--- src/rtl/alu_cmd_sequencer.sv ---
// Issue stage for the 8-bit ALU: buffers commands in a FIFO, issues one at a time,
// waits out the ALU latency and returns each captured result with its tag.
module alu_cmd_sequencer #(
    parameter int DEPTH   = 4,
    parameter int TAG_W   = 2,
    parameter int ALU_LAT = 1
) (
    input  logic             i_clk,
    input  logic             i_rst_n,
    input  logic             i_cmd_valid,
    output logic             o_cmd_ready,
    input  logic [7:0]       i_cmd_a,
    input  logic [7:0]       i_cmd_b,
    input  logic [3:0]       i_cmd_sel,
    input  logic [TAG_W-1:0] i_cmd_tag,
    output logic             o_cmd_err,
    output logic [7:0]       o_alu_a,
    output logic [7:0]       o_alu_b,
    output logic [3:0]       o_alu_sel,
    input  logic [7:0]       i_alu_out,
    input  logic             i_alu_zero,
    output logic             o_res_valid,
    input  logic             i_res_ready,
    output logic [7:0]       o_res_data,
    output logic             o_res_zero,
    output logic [TAG_W-1:0] o_res_tag,
    output logic             o_busy
);

    localparam int         PTR_W    = $clog2(DEPTH);
    localparam int         CNT_W    = PTR_W + 1;
    localparam int         WCNT_W   = (ALU_LAT > 1) ? $clog2(ALU_LAT) : 1;
    localparam logic [3:0] SEL_HOLD = 4'b1111;

    typedef enum logic [1:0] {
        S_IDLE,
        S_ISSUE,
        S_WAIT,
        S_HOLD
    } state_t;

    typedef struct packed {
        logic [7:0]       a;
        logic [7:0]       b;
        logic [3:0]       sel;
        logic [TAG_W-1:0] tag;
    } entry_t;

    entry_t            r_mem [DEPTH];
    logic [PTR_W-1:0]  r_wr_ptr;
    logic [PTR_W-1:0]  r_rd_ptr;
    logic [CNT_W-1:0]  r_count;
    state_t            r_state;
    state_t            w_state_next;
    logic [WCNT_W-1:0] r_wait_cnt;
    logic              r_cmd_err;
    logic [7:0]        r_alu_a;
    logic [7:0]        r_alu_b;
    logic [3:0]        r_alu_sel;
    logic [TAG_W-1:0]  r_tag;
    logic              r_res_valid;
    logic [7:0]        r_res_data;
    logic              r_res_zero;
    logic [TAG_W-1:0]  r_res_tag;

    logic   w_legal;
    logic   w_cmd_hs;
    logic   w_push;
    logic   w_pop;
    logic   w_capture;
    logic   w_res_accept;
    entry_t w_head;
    entry_t w_wr_entry;

    assign o_cmd_ready = (r_count != CNT_W'(DEPTH));
    assign w_legal     = (i_cmd_sel == 4'b0000) || (i_cmd_sel == 4'b0001) ||
                         (i_cmd_sel == 4'b0010) || (i_cmd_sel == 4'b0110);
    assign w_cmd_hs    = i_cmd_valid && o_cmd_ready;
    assign w_push      = w_cmd_hs && w_legal;
    assign w_head      = r_mem[r_rd_ptr];
    assign w_wr_entry  = {i_cmd_a, i_cmd_b, i_cmd_sel, i_cmd_tag};

    // Storage is never reset: only entries between the pointers are ever read.
    always_ff @(posedge i_clk) begin
        if (w_push) begin
            r_mem[r_wr_ptr] <= w_wr_entry;
        end
    end

    always_ff @(posedge i_clk or negedge i_rst_n) begin
        if (!i_rst_n) begin
            r_wr_ptr  <= '0;
            r_rd_ptr  <= '0;
            r_count   <= '0;
            r_cmd_err <= 1'b0;
        end else begin
            r_cmd_err <= w_cmd_hs && !w_legal;
            if (w_push) begin
                r_wr_ptr <= r_wr_ptr + PTR_W'(1);
            end
            if (w_pop) begin
                r_rd_ptr <= r_rd_ptr + PTR_W'(1);
            end
            case ({w_push, w_pop})
                2'b10:   r_count <= r_count + CNT_W'(1);
                2'b01:   r_count <= r_count - CNT_W'(1);
                default: r_count <= r_count;
            endcase
        end
    end

    always_ff @(posedge i_clk or negedge i_rst_n) begin
        if (!i_rst_n) begin
            r_state <= S_IDLE;
        end else begin
            r_state <= w_state_next;
        end
    end

    always_comb begin
        w_state_next = r_state;
        w_pop        = 1'b0;
        w_capture    = 1'b0;
        w_res_accept = 1'b0;
        case (r_state)
            S_IDLE: begin
                if (r_count != '0) begin
                    w_pop        = 1'b1;
                    w_state_next = S_ISSUE;
                end
            end
            S_ISSUE: begin
                w_state_next = S_WAIT;
            end
            S_WAIT: begin
                if (r_wait_cnt == '0) begin
                    w_capture    = 1'b1;
                    w_state_next = S_HOLD;
                end
            end
            S_HOLD: begin
                if (i_res_ready) begin
                    w_res_accept = 1'b1;
                    w_state_next = S_IDLE;
                end
            end
            default: begin
                w_state_next = S_IDLE;
            end
        endcase
    end

    // The ALU samples the operands on the ISSUE edge; the counter covers its latency.
    always_ff @(posedge i_clk or negedge i_rst_n) begin
        if (!i_rst_n) begin
            r_wait_cnt  <= '0;
            r_alu_a     <= '0;
            r_alu_b     <= '0;
            r_alu_sel   <= SEL_HOLD;
            r_tag       <= '0;
            r_res_valid <= 1'b0;
            r_res_data  <= '0;
            r_res_zero  <= 1'b0;
            r_res_tag   <= '0;
        end else begin
            if (r_state == S_ISSUE) begin
                r_wait_cnt <= WCNT_W'(ALU_LAT - 1);
            end else if (r_state == S_WAIT && r_wait_cnt != '0) begin
                r_wait_cnt <= r_wait_cnt - WCNT_W'(1);
            end
            if (w_pop) begin
                r_alu_a   <= w_head.a;
                r_alu_b   <= w_head.b;
                r_alu_sel <= w_head.sel;
                r_tag     <= w_head.tag;
            end else if (w_capture) begin
                r_alu_sel <= SEL_HOLD;
            end
            if (w_capture) begin
                r_res_valid <= 1'b1;
                r_res_data  <= i_alu_out;
                r_res_zero  <= i_alu_zero;
                r_res_tag   <= r_tag;
            end else if (w_res_accept) begin
                r_res_valid <= 1'b0;
            end
        end
    end

    assign o_cmd_err   = r_cmd_err;
    assign o_alu_a     = r_alu_a;
    assign o_alu_b     = r_alu_b;
    assign o_alu_sel   = r_alu_sel;
    assign o_res_valid = r_res_valid;
    assign o_res_data  = r_res_data;
    assign o_res_zero  = r_res_zero;
    assign o_res_tag   = r_res_tag;
    assign o_busy      = (r_state != S_IDLE) || (r_count != '0);

endmodule

--- config.mk ---
export PLATFORM = sky130hd
export DESIGN_NAME = alu_cmd_sequencer
export DESIGN_NICKNAME = d
export VERILOG_FILES = /design/src/rtl/alu_cmd_sequencer.sv
export SDC_FILE = /design/constraint.sdc
export NUM_CORES = 1
export LEC_CHECK = 0
export ABC_AREA = 1
export CAP_MARGIN = 15
export CORE_UTILIZATION = 55
export DETAILED_ROUTE_END_ITERATION = 10
export GPL_ROUTABILITY_DRIVEN = 1
export GPL_TIMING_DRIVEN = 0
export PLACE_DENSITY = 0.79
export RECOVER_POWER = 50
export SYNTH_ARGS = -nofsm -noshare
export SYNTH_HDL_FRONTEND = slang
export SYNTH_SLANG_ARGS = --single-unit
--- constraint.sdc ---
create_clock -name i_clk -period 2.3 [get_ports i_clk]
set_input_delay 0.23 -clock i_clk [delete_from_list [all_inputs] [get_ports i_clk]]
set_output_delay 0.23 -clock i_clk [all_outputs]
set_load 0.005 [all_outputs]
After elaboration in Yosys (flattened, before gate mapping)
Memory sizes are Yosys's and may differ from the RTL's.
Index checks and enable logic that the tools add are counted.
- register bits: 45
- memory bits (writable): 88
- memories kept: 1
- logic and storage cells: 69
- multiplexer cells: 19
- equal/unequal tests: 12
- reductions and logical operators: 18
- add/subtract/negate cells: 5
- memory list (memory ; depth ; bits a word ; read ports ; clocked after memory_dff ; wr ports ; RTL line ; text):
    r_mem ; 4 ; 22 ; 1 ; 0 ; 1 ; 49 ; entry_t r_mem [DEPTH];
- operators with widths (kind ; number):
    1-bit two-way mux ; 12
    2-bit nonzero test ; 5
    4-bit two-way mux ; 2
    2-bit case mux with 4 select lines ; 1
    2-bit equality test, second input constant ; 3
    2-bit two-way mux ; 3
    2-bit != test, second input constant ; 3
    3-bit case mux with 2 select lines ; 1
    2-bit by 1-bit adder with 2-bit output, second input constant ; 2
    2-bit by 1-bit equality test with 1-bit output, second input constant ; 2
    4-bit by 1-bit equality test with 1-bit output, second input constant ; 1
    4-bit by 2-bit equality test with 1-bit output, second input constant ; 1
    4-bit by 3-bit equality test with 1-bit output, second input constant ; 1
    1-bit logical AND ; 4
    4-bit zero test ; 1
    1-bit logical OR ; 4
    3-bit by 1-bit adder with 3-bit output, second input constant ; 1
    3-bit != test, second input constant ; 1
    3-bit AND reduction ; 1
    3-bit nonzero test ; 1
    3-bit by 1-bit subtractor with 3-bit output, second input constant ; 1
    2-bit zero test ; 1
    1-bit zero test ; 1
    1-bit subtractor, second input constant ; 1

Longest topological paths before layout
- word-level depth: 7
- gate-level depth with buffers: 12
- gate-level depth less buffers: 12

Least setup slack after synthesis
No wires, ideal clock.
- path kind: register to register
- from: reg r_count[0]
- to: mem r_mem[2][0] (netlist name), enable pin
- arrival time: 1700 ps
- clock period less this slack: 2101 ps
- setup time: 401 ps
- buffers on the path: 0
- data required time: 1899 ps
- stages on the path, launching flop included: 7
- path slack: 199 ps
- cell sequence: dfrtp_1 -> nor2_4 -> nand2_2 -> nand2_1 -> inv_2 -> nand2_4 -> nor2_1
- cells in the longest elaborated chain, start to end: 5
- ends and longest elaborated chain (item ; RTL line ; text):
    start: declaration ; 52 ; logic [CNT_W-1:0] r_count;
    start signal: assignment ; 105 ; 2'b10: r_count <= r_count + CNT_W'(1);
    start signal: assignment ; 106 ; 2'b01: r_count <= r_count - CNT_W'(1);
    start signal: assignment ; 107 ; default: r_count <= r_count;
    3-bit != test ; 75 ; assign o_cmd_ready = (r_count != CNT_W'(DEPTH));
    via o_cmd_ready ; 11 ; output logic o_cmd_ready,
    1-bit logical AND ; 78 ; assign w_cmd_hs = i_cmd_valid && o_cmd_ready;
    1-bit logical AND ; 79 ; assign w_push = w_cmd_hs && w_legal;
    1-bit two-way mux ; 85 ; if (w_push) begin
    1-bit two-way mux (implied by the code) ; 86 ; r_mem[r_wr_ptr] <= w_wr_entry;
    end: declaration ; 49 ;
The timed path passes the listed nets, and every way through them passes these cells.

Worst setup path in the final report
- from: reg r_state[1]
- to: reg r_count[2]
- cells in the longest elaborated chain, start to end: 4
- elaborated cells between the ends (all ways): 6
- those cells by class: 2 x eq/ne; 2 x mux; 2 x reduce/logical
- ends and longest elaborated chain (item ; RTL line ; text):
    start: declaration ; 53 ; state_t r_state;
    start signal: assignment ; 116 ; r_state <= w_state_next;
    2-bit zero test * ; 125 ; case (r_state)
    1-bit two-way mux * ; 125 ;
    2-bit by 1-bit equality test with 1-bit output or 2-bit equality test (tied branches) ; 104 ; case ({w_push, w_pop})
    3-bit case mux with 2 select lines or 2-bit nonzero test (tied branches) ; -- ;
Every way passes the cells marked *; elsewhere a longest branch is shown, timed or not.
A chain may end at the register's enable or synchronous reset.

==> flow_metrics.env <==
export IMPL_synth_compound_area_frac=0.03833
export IMPL_synth_xor_area_frac=0.003175
export IMPL_powerDensity_mw_per_mm2=1344
export IMPL_via_per_inst=5.241
export IMPL_cp_start_kind="register"
export IMPL_synth_fa_ha_area_frac=0.02631
export IMPL_routabilityCongestion=0.7692
export IMPL_fp_row_count=36
export IMPL_wl_per_cell_um=16.78
export IMPL_fin_crit_sh=0.9376
export IMPL_hp_start="i_cmd_valid"
export IMPL_initial_core_util=0.5670
export IMPL_drv_cap=0
export IMPL_cp_arrival_ns=2.60
export IMPL_drv_slew=0
export IMPL_cts_root_buffer_cell="clkbuf_8"
export IMPL_crit_chain="inv_1 -> ha_4 -> inv_1 -> a21oi_4 -> buf_6 -> ha_1 -> inv_1 -> fa_1 -> nor2_1 -> nor2_1 -> nand2_1 -> xor2_1"
export IMPL_final_cell_mix="nand2_1, edfxtp_1, clkdlybuf4s50_1, dfrtp_1, inv_1"
export IMPL_finalSetupViolCount=0
export IMPL_ys_ff_latch=133
export IMPL_reg2reg_to="r_count[2]"
export IMPL_cts_buffers=17
export IMPL_hold_class="input pin to register"
export IMPL_synth_area_top_cells="edfxtp_1, dfrtp_1, nand2_1, inv_1, ha_1"
export IMPL_insertion_delay_ns=0.52
export IMPL_path_max_fanout=4
export IMPL_port_buffers=69
export IMPL_muxShareOfSynthArea=0.02586
export IMPL_yosys_warnings=0
export IMPL_whs_path_depth=3
export IMPL_endpoint_kind="register"
export IMPL_status="finished clean"
export IMPL_finalClockSkew_ns=0.01103
export IMPL_ios=70
export IMPL_synth_main_ff_cell="edfxtp_1"
export IMPL_num_antenna_cells=0
export IMPL_final_nets=623
export IMPL_coreArea_mm2=0.009729
export IMPL_clock_path_buffers=2
export IMPL_vias=3789
export IMPL_min_to="o_cmd_err"
export IMPL_cts_sinks=133
export IMPL_wl_mm=12.13
export IMPL_peakVddDrop_v=0.0008330
export IMPL_async_reset_ff_frac=0.3383
export IMPL_seq_area_frac_synth=0.6841
export IMPL_syn_num_nets=527
export IMPL_overflow=0
export IMPL_drt_pass1_iterations=5
export IMPL_ant_nets=0
export IMPL_holdWs_ns=0.3094
export IMPL_post_route_util=0.7330
export IMPL_rrSetupSlack_ns=0.14
export IMPL_syn2layout_area_growth_pct=29.28
export IMPL_drt_first_iter_violations=220
export IMPL_regToRegStartpoint="r_state[1]"
export IMPL_cpMostUsedCell="inv_1"
export IMPL_max_freq_mhz=463.7
export IMPL_clkTransAtPathRegs_ns=0.06
export IMPL_dieArea_mm2=0.01043
export IMPL_reg2reg_depth=12
export IMPL_cp_slowest_stage_delay_ns=0.41
export IMPL_grt_pass1_vias=3795
export IMPL_dpl_hpwl_mm=7.631
export IMPL_finalHoldViolations=0
export IMPL_drc_errors=0
export IMPL_drive_gt1_frac=0.1525
export IMPL_relSlewSlack=0.4238
export IMPL_tritoncts="done"
export IMPL_crit_required_ns=2.74
export IMPL_synth_top_family_by_area="simple AND/OR/NAND/NOR gates"
export IMPL_syn_inst=481
export IMPL_antenna_found_initial=0
export IMPL_yosysUniqueCellTypes=30
export IMPL_crit_buf_inv=4
export IMPL_synth_cell_area_mm2=0.005517
export IMPL_die_height_um=102.2
export IMPL_mostFrequentLayoutCell="nand2_1"
export IMPL_synth_edf_count=88
export IMPL_critical_path_top_delay_family="adder cells"
export IMPL_crit_slowest_cell="dfrtp_1"
export IMPL_avgSynthCellArea_um2=11.47
export IMPL_dieWidth_um=102.2
export IMPL_worst_pin_slew_ns=0.8644
export IMPL_period_needed_ns=2.157
export IMPL_power_leakage_nw=3.016
export IMPL_grt_max_degree=30
export IMPL_grt_usage=0.2484
export IMPL_path_class="register to register"
export IMPL_yosysTopAreaCell="edfxtp_1"
export IMPL_synth_top_area_frac=0.4790
export IMPL_yosys_area_share_simple=0.1669
export IMPL_htreeDepth=4
export IMPL_grt_pass1_wl_mm=18.49
-- registers in the layout, indices dropped and copies added (netlist names), 2 cells and up --
| register | flops |
|---|---|
| o_alu_a | 8 |
| o_alu_b | 8 |
| o_alu_sel | 4 |
| o_res_data | 8 |
| o_res_tag | 2 |
| r_count | 3 |
| r_mem | 88 |
| r_rd_ptr | 2 |
| r_state | 2 |
| r_tag | 2 |
| r_wr_ptr | 2 |
-- Yosys cell counts, types with 5 or more instances --
| library cell | instances |
|---|---|
| buf_6 | 6 |
| buf_2 | 6 |
| edfxtp_1 | 88 |
| o21ai_0 | 17 |
| mux2_2 | 6 |
| mux2_4 | 5 |
| buf_4 | 5 |
| nand2_1 | 166 |
| inv_1 | 36 |
| ha_1 | 10 |
| o21ai_1 | 21 |
| nor2_1 | 30 |
| dfrtp_1 | 41 |
| nand3_1 | 17 |
-- worst register-to-register path, stage by stage, from the launching register on --
cell and delay [ns]:
dfrtp_1 0.41, inv_1 0.15, ha_4 0.18, inv_1 0.07, a21oi_4 0.14, buf_6 0.12
ha_1 0.14, inv_1 0.08, fa_1 0.40, nor2_1 0.12, nor2_1 0.05, nand2_1 0.08
xor2_1 0.14
-- power breakdown --
group	switching (mW)	internal (mW)	leakage [nW]
sequential	0.267	3.07	1.33
clock	1.02	1.81	0.296
combinational	1.86	1.56	1.39
-- worst max-delay path by stage --
stage	start	end	cells past startpoint
finish	r_state[1]	r_count[2]	12
CTS	r_state[0]	r_count[2]	12
global route	r_state[1]	r_count[2]	12
detailed placement	i_cmd_sel[1]	r_mem[0][8]	7
global placement	i_cmd_sel[1]	r_mem[1][8]	5
floorplan	r_count[0]	r_mem[2][0]	6
-- per-stage QoR --
step / cells / setup TNS [ns] / area [µm²] / worst slack, ns / power [mW]
floorplan: 481 / 0 / 5517 / 0.1988 / 5.339
global placement: 683 / -104.55 / 6374 / -1.080 / 6.452
detailed placement: 688 / -11.29 / 6484 / -0.2434 / 6.662
CTS: 722 / 0 / 7131 / 0.001919 / 9.595
global route: 723 / -0.005233 / 7132 / -0.005233 / 10.11
finish: 723 / 0 / 7132 / 0.1435 / 9.585
-- metal layers --
layer  share of wire  routed length, µm  track usage  up-vias
met4          0.0082                 99      0.08462        0
li1                -                  -            -     1768
met5               0                  0            0        -
met1            0.37               4544       0.2752     1833
met3           0.075                910      0.07114       11
met2            0.54               6575       0.4564      177
-- layout make-up --
| class | instances | area, µm² |
|---|---|---|
| inverter | 40 | 155.1 |
| fill | 653 | 2597 |
| multi-input combinational | 290 | 1460 |
| timing repair buffer | 77 | 799.5 |
| tap | 133 | 166.4 |
| clock inverter | 13 | 195.2 |
| sequential | 133 | 3774 |
| clock buffer | 19 | 431.7 |
| buffer | 18 | 150.1 |
-- repair_timing --
| action | CTS | global route |
|---|---|---|
| setup endpoints to repair | 1 | 1 |
| hold endpoints to repair | 41 | 0 |
| pin swaps | 0 | 0 |
| hold buffers | 1 | 0 |
| buffers inserted | 1 | 1 |
| gates resized for setup | 1 | 2 |
-- logic make-up (layout without fill, tap and decap cells) --
family / after synthesis / after routing
XOR/XNOR: 2 / 2
AO/OA/AOI/OAI: 40 / 40
multiplexers: 11 / 11
adder cells (fa/ha/maj): 11 / 11
buffers and inverters: 58 / 167
flip-flops: 133 / 133
AND/OR/NAND/NOR: 226 / 226
Note: power is estimated with default switching activity, not from simulation.
